`config.mk`:
```
export PLATFORM = sky130hd
export DESIGN_NAME = mpu_opfetch
export DESIGN_NICKNAME = d
export VERILOG_FILES = /design/src/rtl/mpu_pkg.sv /design/src/rtl/mpu_opfetch.sv
export SDC_FILE = /design/constraint.sdc
export NUM_CORES = 1
export LEC_CHECK = 0
export BUFFER_PORTS_ARGS = -buffer_cell sky130_fd_sc_hd__buf_4
export CAP_MARGIN = 10
export CORE_MARGIN = 2
export CORE_UTILIZATION = 46
export CTS_CLUSTER_SIZE = 25
export DETAILED_ROUTE_END_ITERATION = 16
export PLACE_DENSITY = 0.75
export SKIP_CTS_REPAIR_TIMING = 1
export SLEW_MARGIN = 20
export SYNTH_ARGS = -nofsm -noshare
export SYNTH_HDL_FRONTEND = slang
export SYNTH_SLANG_ARGS = --single-unit
```
`constraint.sdc`:
```
create_clock -name sys_clk -period 6.85 [get_ports sys_clk]
set_clock_uncertainty 0.2 [all_clocks]
set_input_delay 0 -clock sys_clk [delete_from_list [all_inputs] [get_ports sys_clk]]
set_output_delay 0 -clock sys_clk [all_outputs]
set_load 0.01 [all_outputs]
```
`src/rtl/mpu_pkg.sv`:
```
// mpu_pkg
//   Shared definitions for the MPU datapath blocks: ALU op codes, the
//   operand-fetch state encoding and the operand word width.
//   No ports (package).
package mpu_pkg;

    localparam int unsigned MPU_WORD_W = 64;

    // ALU op codes carried on the decoded-instruction bus
    localparam logic [3:0] OP_NONE = 4'd0;
    localparam logic [3:0] OP_MASK = 4'd1;
    localparam logic [3:0] OP_CMP  = 4'd2;
    localparam logic [3:0] OP_LT   = 4'd3;

    // Operand-fetch sequencer states
    typedef enum logic [1:0] {
        ST_IDLE  = 2'd0,
        ST_ISSUE = 2'd1,
        ST_DRAIN = 2'd2,
        ST_VALID = 2'd3
    } fetch_state_t;

    // Register reads performed when no op-specific shortcut applies
    localparam logic [1:0] FETCH_READS_FULL = 2'd3;

endpackage

```
`src/rtl/mpu_opfetch.sv`:
```
// mpu_opfetch
//   Operand fetch stage: accepts a decoded instruction, reads up to three
//   64-bit operands from a synchronous-read register file (one read per
//   cycle) and presents the instruction plus operands to the ALU with a
//   valid/ready handshake.
//
// Ports
//   sys_clk, sys_rst          clock, asynchronous active-high reset
//   i_valid / i_ready         decoded-instruction handshake (ready only in IDLE)
//   i_op, i_size, i_s0..i_s2  ALU op, operand size, operand selectors
//   i_r0..i_r2                operand register indices
//   rf_re, rf_addr, rf_data   register-file read port (data one cycle after rf_re)
//   a_op, a_size, a_s0..a_s2  registered instruction fields to the ALU
//   a_o0..a_o2                registered operands to the ALU
//   a_valid / a_ready         ALU-side handshake
//   flush                     synchronous abort back to IDLE
//
// Configuration
//   MPU_OPFETCH_SKIP_EN  when defined, op NONE reads no operands (straight to
//                        VALID) and op LT reads only two (a_o2 stays 0).
//                        Otherwise every op reads three operands.
module mpu_opfetch
    import mpu_pkg::*;
#(
    parameter int RF_AW = 4
) (
    input  logic                  sys_clk,
    input  logic                  sys_rst,

    input  logic                  i_valid,
    output logic                  i_ready,
    input  logic [3:0]            i_op,
    input  logic [1:0]            i_size,
    input  logic [2:0]            i_s0,
    input  logic [2:0]            i_s1,
    input  logic [2:0]            i_s2,
    input  logic [RF_AW-1:0]      i_r0,
    input  logic [RF_AW-1:0]      i_r1,
    input  logic [RF_AW-1:0]      i_r2,

    output logic                  rf_re,
    output logic [RF_AW-1:0]      rf_addr,
    input  logic [MPU_WORD_W-1:0] rf_data,

    output logic [3:0]            a_op,
    output logic [1:0]            a_size,
    output logic [2:0]            a_s0,
    output logic [2:0]            a_s1,
    output logic [2:0]            a_s2,
    output logic [MPU_WORD_W-1:0] a_o0,
    output logic [MPU_WORD_W-1:0] a_o1,
    output logic [MPU_WORD_W-1:0] a_o2,
    output logic                  a_valid,
    input  logic                  a_ready,

    input  logic                  flush
);

    fetch_state_t     state;
    logic [RF_AW-1:0] r1_q;
    logic [RF_AW-1:0] r2_q;
    logic [1:0]       rd_k;       // index of the read currently on rf_re
    logic [1:0]       rd_n;       // number of reads for the latched instruction
    logic [1:0]       last_k;
    logic [RF_AW-1:0] next_addr;
    logic [1:0]       accept_reads;

    // One-deep capture pipeline: marks which operand rf_data belongs to
    logic             cap_valid;
    logic [1:0]       cap_idx;

    assign i_ready = (state == ST_IDLE);

    always_comb begin
        accept_reads = FETCH_READS_FULL;
`ifdef MPU_OPFETCH_SKIP_EN
        if (i_op == OP_NONE) begin
            accept_reads = 2'd0;
        end else if (i_op == OP_LT) begin
            accept_reads = 2'd2;
        end
`endif
    end

    // r0 is issued straight from the input on accept, so only r1/r2 are held
    assign next_addr = (rd_k == 2'd0) ? r1_q : r2_q;
    assign last_k    = rd_n - 2'd1;

    always_ff @(posedge sys_clk or posedge sys_rst) begin
        if (sys_rst) begin
            state     <= ST_IDLE;
            r1_q      <= '0;
            r2_q      <= '0;
            rd_k      <= '0;
            rd_n      <= '0;
            cap_valid <= 1'b0;
            cap_idx   <= '0;
            rf_re     <= 1'b0;
            rf_addr   <= '0;
            a_valid   <= 1'b0;
            a_op      <= '0;
            a_size    <= '0;
            a_s0      <= '0;
            a_s1      <= '0;
            a_s2      <= '0;
            a_o0      <= '0;
            a_o1      <= '0;
            a_o2      <= '0;
        end else begin
            // Capture stage runs alongside the sequencer; a flush kills both
            // the in-flight capture and the one being launched.
            cap_valid <= rf_re & ~flush;
            cap_idx   <= rd_k;
            if (cap_valid && !flush) begin
                case (cap_idx)
                    2'd0:    a_o0 <= rf_data;
                    2'd1:    a_o1 <= rf_data;
                    default: a_o2 <= rf_data;
                endcase
            end

            if (flush) begin
                state   <= ST_IDLE;
                rf_re   <= 1'b0;
                rf_addr <= '0;
                a_valid <= 1'b0;
            end else begin
                case (state)
                    ST_IDLE: begin
                        if (i_valid) begin
                            a_op   <= i_op;
                            a_size <= i_size;
                            a_s0   <= i_s0;
                            a_s1   <= i_s1;
                            a_s2   <= i_s2;
                            a_o0   <= '0;
                            a_o1   <= '0;
                            a_o2   <= '0;
                            r1_q   <= i_r1;
                            r2_q   <= i_r2;
                            rd_n   <= accept_reads;
                            rd_k   <= '0;
                            if (accept_reads == 2'd0) begin
                                state   <= ST_VALID;
                                a_valid <= 1'b1;
                            end else begin
                                state   <= ST_ISSUE;
                                rf_re   <= 1'b1;
                                rf_addr <= i_r0;
                            end
                        end
                    end
                    ST_ISSUE: begin
                        if (rd_k == last_k) begin
                            state   <= ST_DRAIN;
                            rf_re   <= 1'b0;
                            rf_addr <= '0;
                        end else begin
                            rd_k    <= rd_k + 2'd1;
                            rf_addr <= next_addr;
                        end
                    end
                    ST_DRAIN: begin
                        // final capture lands this cycle
                        state   <= ST_VALID;
                        a_valid <= 1'b1;
                    end
                    ST_VALID: begin
                        if (a_ready) begin
                            state   <= ST_IDLE;
                            a_valid <= 1'b0;
                        end
                    end
                    default: state <= ST_IDLE;
                endcase
            end
        end
    end

endmodule
```
==> summary.md <==
| Metric | Value |
|---|---|
| Status | finished, violations left |
| Failing checks | hold timing |
| Area Overhead vs Synth | 44.9% |
| DR DRC count | 0 |
| Pre-antenna DRT Iters | 5 |
| Final Hold Viols | 50 |
| Syn nets | 1062 |
| Finish-stage setup viols | 0 |
| Critical Path AT | 2.94 ns |
| Worst slew pin tran | 1.07 ns |
| RR Startpoint | state[0] |
| Share of layout cells above drive strength 1 | 0.287 |
| Fillcell total | 1474 |
| Startpoint types | register |
| Drt total wl | 27900 um |
| Hold WS | -0.0502 ns |
| Syn Inst Count | 961 |
| Critical Path RT | 7.05 ns |
| Routed via count | 8278 |
| Most frequent cells in the layout | nand2_1, buf_4, dfrtp_1 |
| H-tree Lvls | 1 |
| Area of the multi-input gates | 3080 sq um |
| Reg clk slew, reported paths | 0.07 ns |
| Synth cell types | 32 |
| Top-level port count | 310 |
| Commonest non-fill, non-tap cell in the layout | nand2_1 |
| Seq/Total Area, Yosys | 0.621 |
| Chip width | 146 um |
| Antenna Diode Count | 0 |
| Vias per cell | 5.12 |
| Final core occ | 0.682 |
| FP Rows | 51 |
| P_leak | 6.44 nW |
| DP Wirelength | 16700 um |
| Area contributors post-synth | dfrtp_1, nand2_1, a21oi_1 |
| Slew HR | 0.290 |
| Num CTS Buffers | 25 |
| Critical path endpoint category | register |
| Ys flop type | dfrtp_1 |
| # clock sinks | 229 |
| Pin count of the biggest net entering global routing | 147 |
| Synth top area share | 0.621 |
| Total global routing overflow | 0 |
| CTS max path bufs | 3 |
| TNS Setup | 0 ns |
| Asr flop ratio synth | 1.00 |
| Max Transition Viols Final | 0 |
| GPL Wtd Cong | 0.850 |
| RSZ-0062 raised after global routing | false |
| Setup slack, reg-to-reg | 4.11 ns |
| Avg Inst Size Synth | 9.60 sq um |
| CTS tree | yes |
| Max Fclk | 0.365 GHz |
| Register area | 5730 sq um |
| Root cell of the clock tree | clkbuf_16 |
| Hold Path Class | input pin to asynchronous set/reset pin |
| Peak VDD IR | 233 uV |
| Starting Density | 0.471 |
| First-pass GRT wire length | 41700 um |
| R2r worst-path depth | 6 |
| Die H | 146 um |
| Vias in the first global route | 7628 |
| Yosys warns | 0 |
| Port Buffer Count | 309 |
| Fin crit share | 0.400 |
| Total GRT Usage | 0.240 |
| Post-synth top area cell | dfrtp_1 |
| Max-Cap Viols | 0 |
| EDFF count, synth | 0 |
| Syn Std Cell Area | 9220 sq um |
| Worst Path Class, Setup | register to register |
| PwrDens | 345 nW/um^2 |
| Post-route minimum period | 2.74 ns |
| CP max FO | 96 |
| Die area | 21200 sq um |
| Net count reported at finish | 1439 |
| Routed wire per std cell | 17.3 um |
| Worst setup path start | state[0] |
| Core box area | 19600 sq um |
| Terminus of the critical flop-to-flop path | a_s2[2] |
| Worst skew pair latency | 0.52 ns |
| Antenna violation net count after detailed routing | 0 |
| Yosys reg bits | 229 |
| Iter 0 DRT Violations | 591 |
| Initial antenna violation count | 0 |
Yosys cell counts (all sizes together), types with 2 or more instances:
library cell	instances
a211oi	2
a21oi	194
a22oi	4
buf	48
clkbuf	20
dfrtp	229
ha	5
inv	9
mux2	24
mux2i	7
nand2	390
nand2b	3
nor2	8
o21ai	2
o22ai	4
state kept, by name, summed over array words and instances (netlist names), 4 cells and up:
name     count
a_o0        64
a_op         4
a_o1        64
a_o2        64
r1_q         4
r2_q         4
rf_addr      4
worst max path at each step:
stage	to	slack (ns)	cells after the start
3_5_place_dp	r2_q[2]	3.82	6
3_3_place_gp	a_s1[2]	3.90	6
6_report	a_s2[2]	4.11	6
4_1_cts	r1_q[3]	3.79	6
5_1_grt	a_s2[2]	3.95	6
2_1_floorplan	a_o0[0]	0.37	1
logic make-up (layout without fill, tap and decap cells):
kind of cell,count (synthesis),in the layout,synth area share
AND/OR/NAND/NOR,409,409,0.171
flip-flops,229,229,0.621
multiplexers,31,31,0.0369
buffers and inverters,77,467,0.0465
XOR/XNOR,1,1,0.000950
adder cells (fa/ha/maj),5,5,0.00678
AO/OA/AOI/OAI,209,209,0.117
final cells by class:
class,count,share of cell area
Clock buffer,35,0.0549
Clock inverter,5,0.00431
Inverter,9,0.00346
Multi-Input combinational cell,655,0.230
Sequential cell,229,0.429
Tap cell,265,0.0248
Timing Repair Buffer,418,0.254
per-stage QoR:
stage / std cells / cell area, sq um / setup WS, ns / hold slack, ns / total power, mW
2_1_floorplan: 961 / 9220 / 0.374 / -0.0693 / 2.57
3_3_place_gp: 1477 / 11600 / 3.90 / 0.0321 / 3.21
3_5_place_dp: 1477 / 11600 / 3.82 / 0.0372 / 3.25
4_1_cts: 1517 / 12400 / 3.79 / -0.507 / 4.56
5_1_grt: 1616 / 13400 / 3.95 / 0.0416 / 4.84
6_report: 1616 / 13400 / 4.11 / -0.0502 / 4.60
critical path: stages, from the launching register on:
cell     delay (ns)
dfrtp_1        0.41
inv_1          0.12
ha_1           0.29
nand2_1        0.15
nor2_4         0.16
buf_4          0.79
mux2_2         0.45
where the power goes:
group / switching, mW / internal (mW)
clock network: 0.535 / 0.776
registers: 0.201 / 1.68
logic: 0.724 / 0.687
layer usage:
metal / track usage / share of wire / wire, um / up-vias
li1: - / - / - / 3861
met4: 0.0907 / 0.048 / 1350 / 0
met3: 0.0586 / 0.075 / 2080 / 88
met1: 0.320 / 0.40 / 11100 / 3959
met5: 0 / 0 / 0 / -
met2: 0.384 / 0.48 / 13400 / 370
No activity file was read; power rests on OpenSTA's default activity.
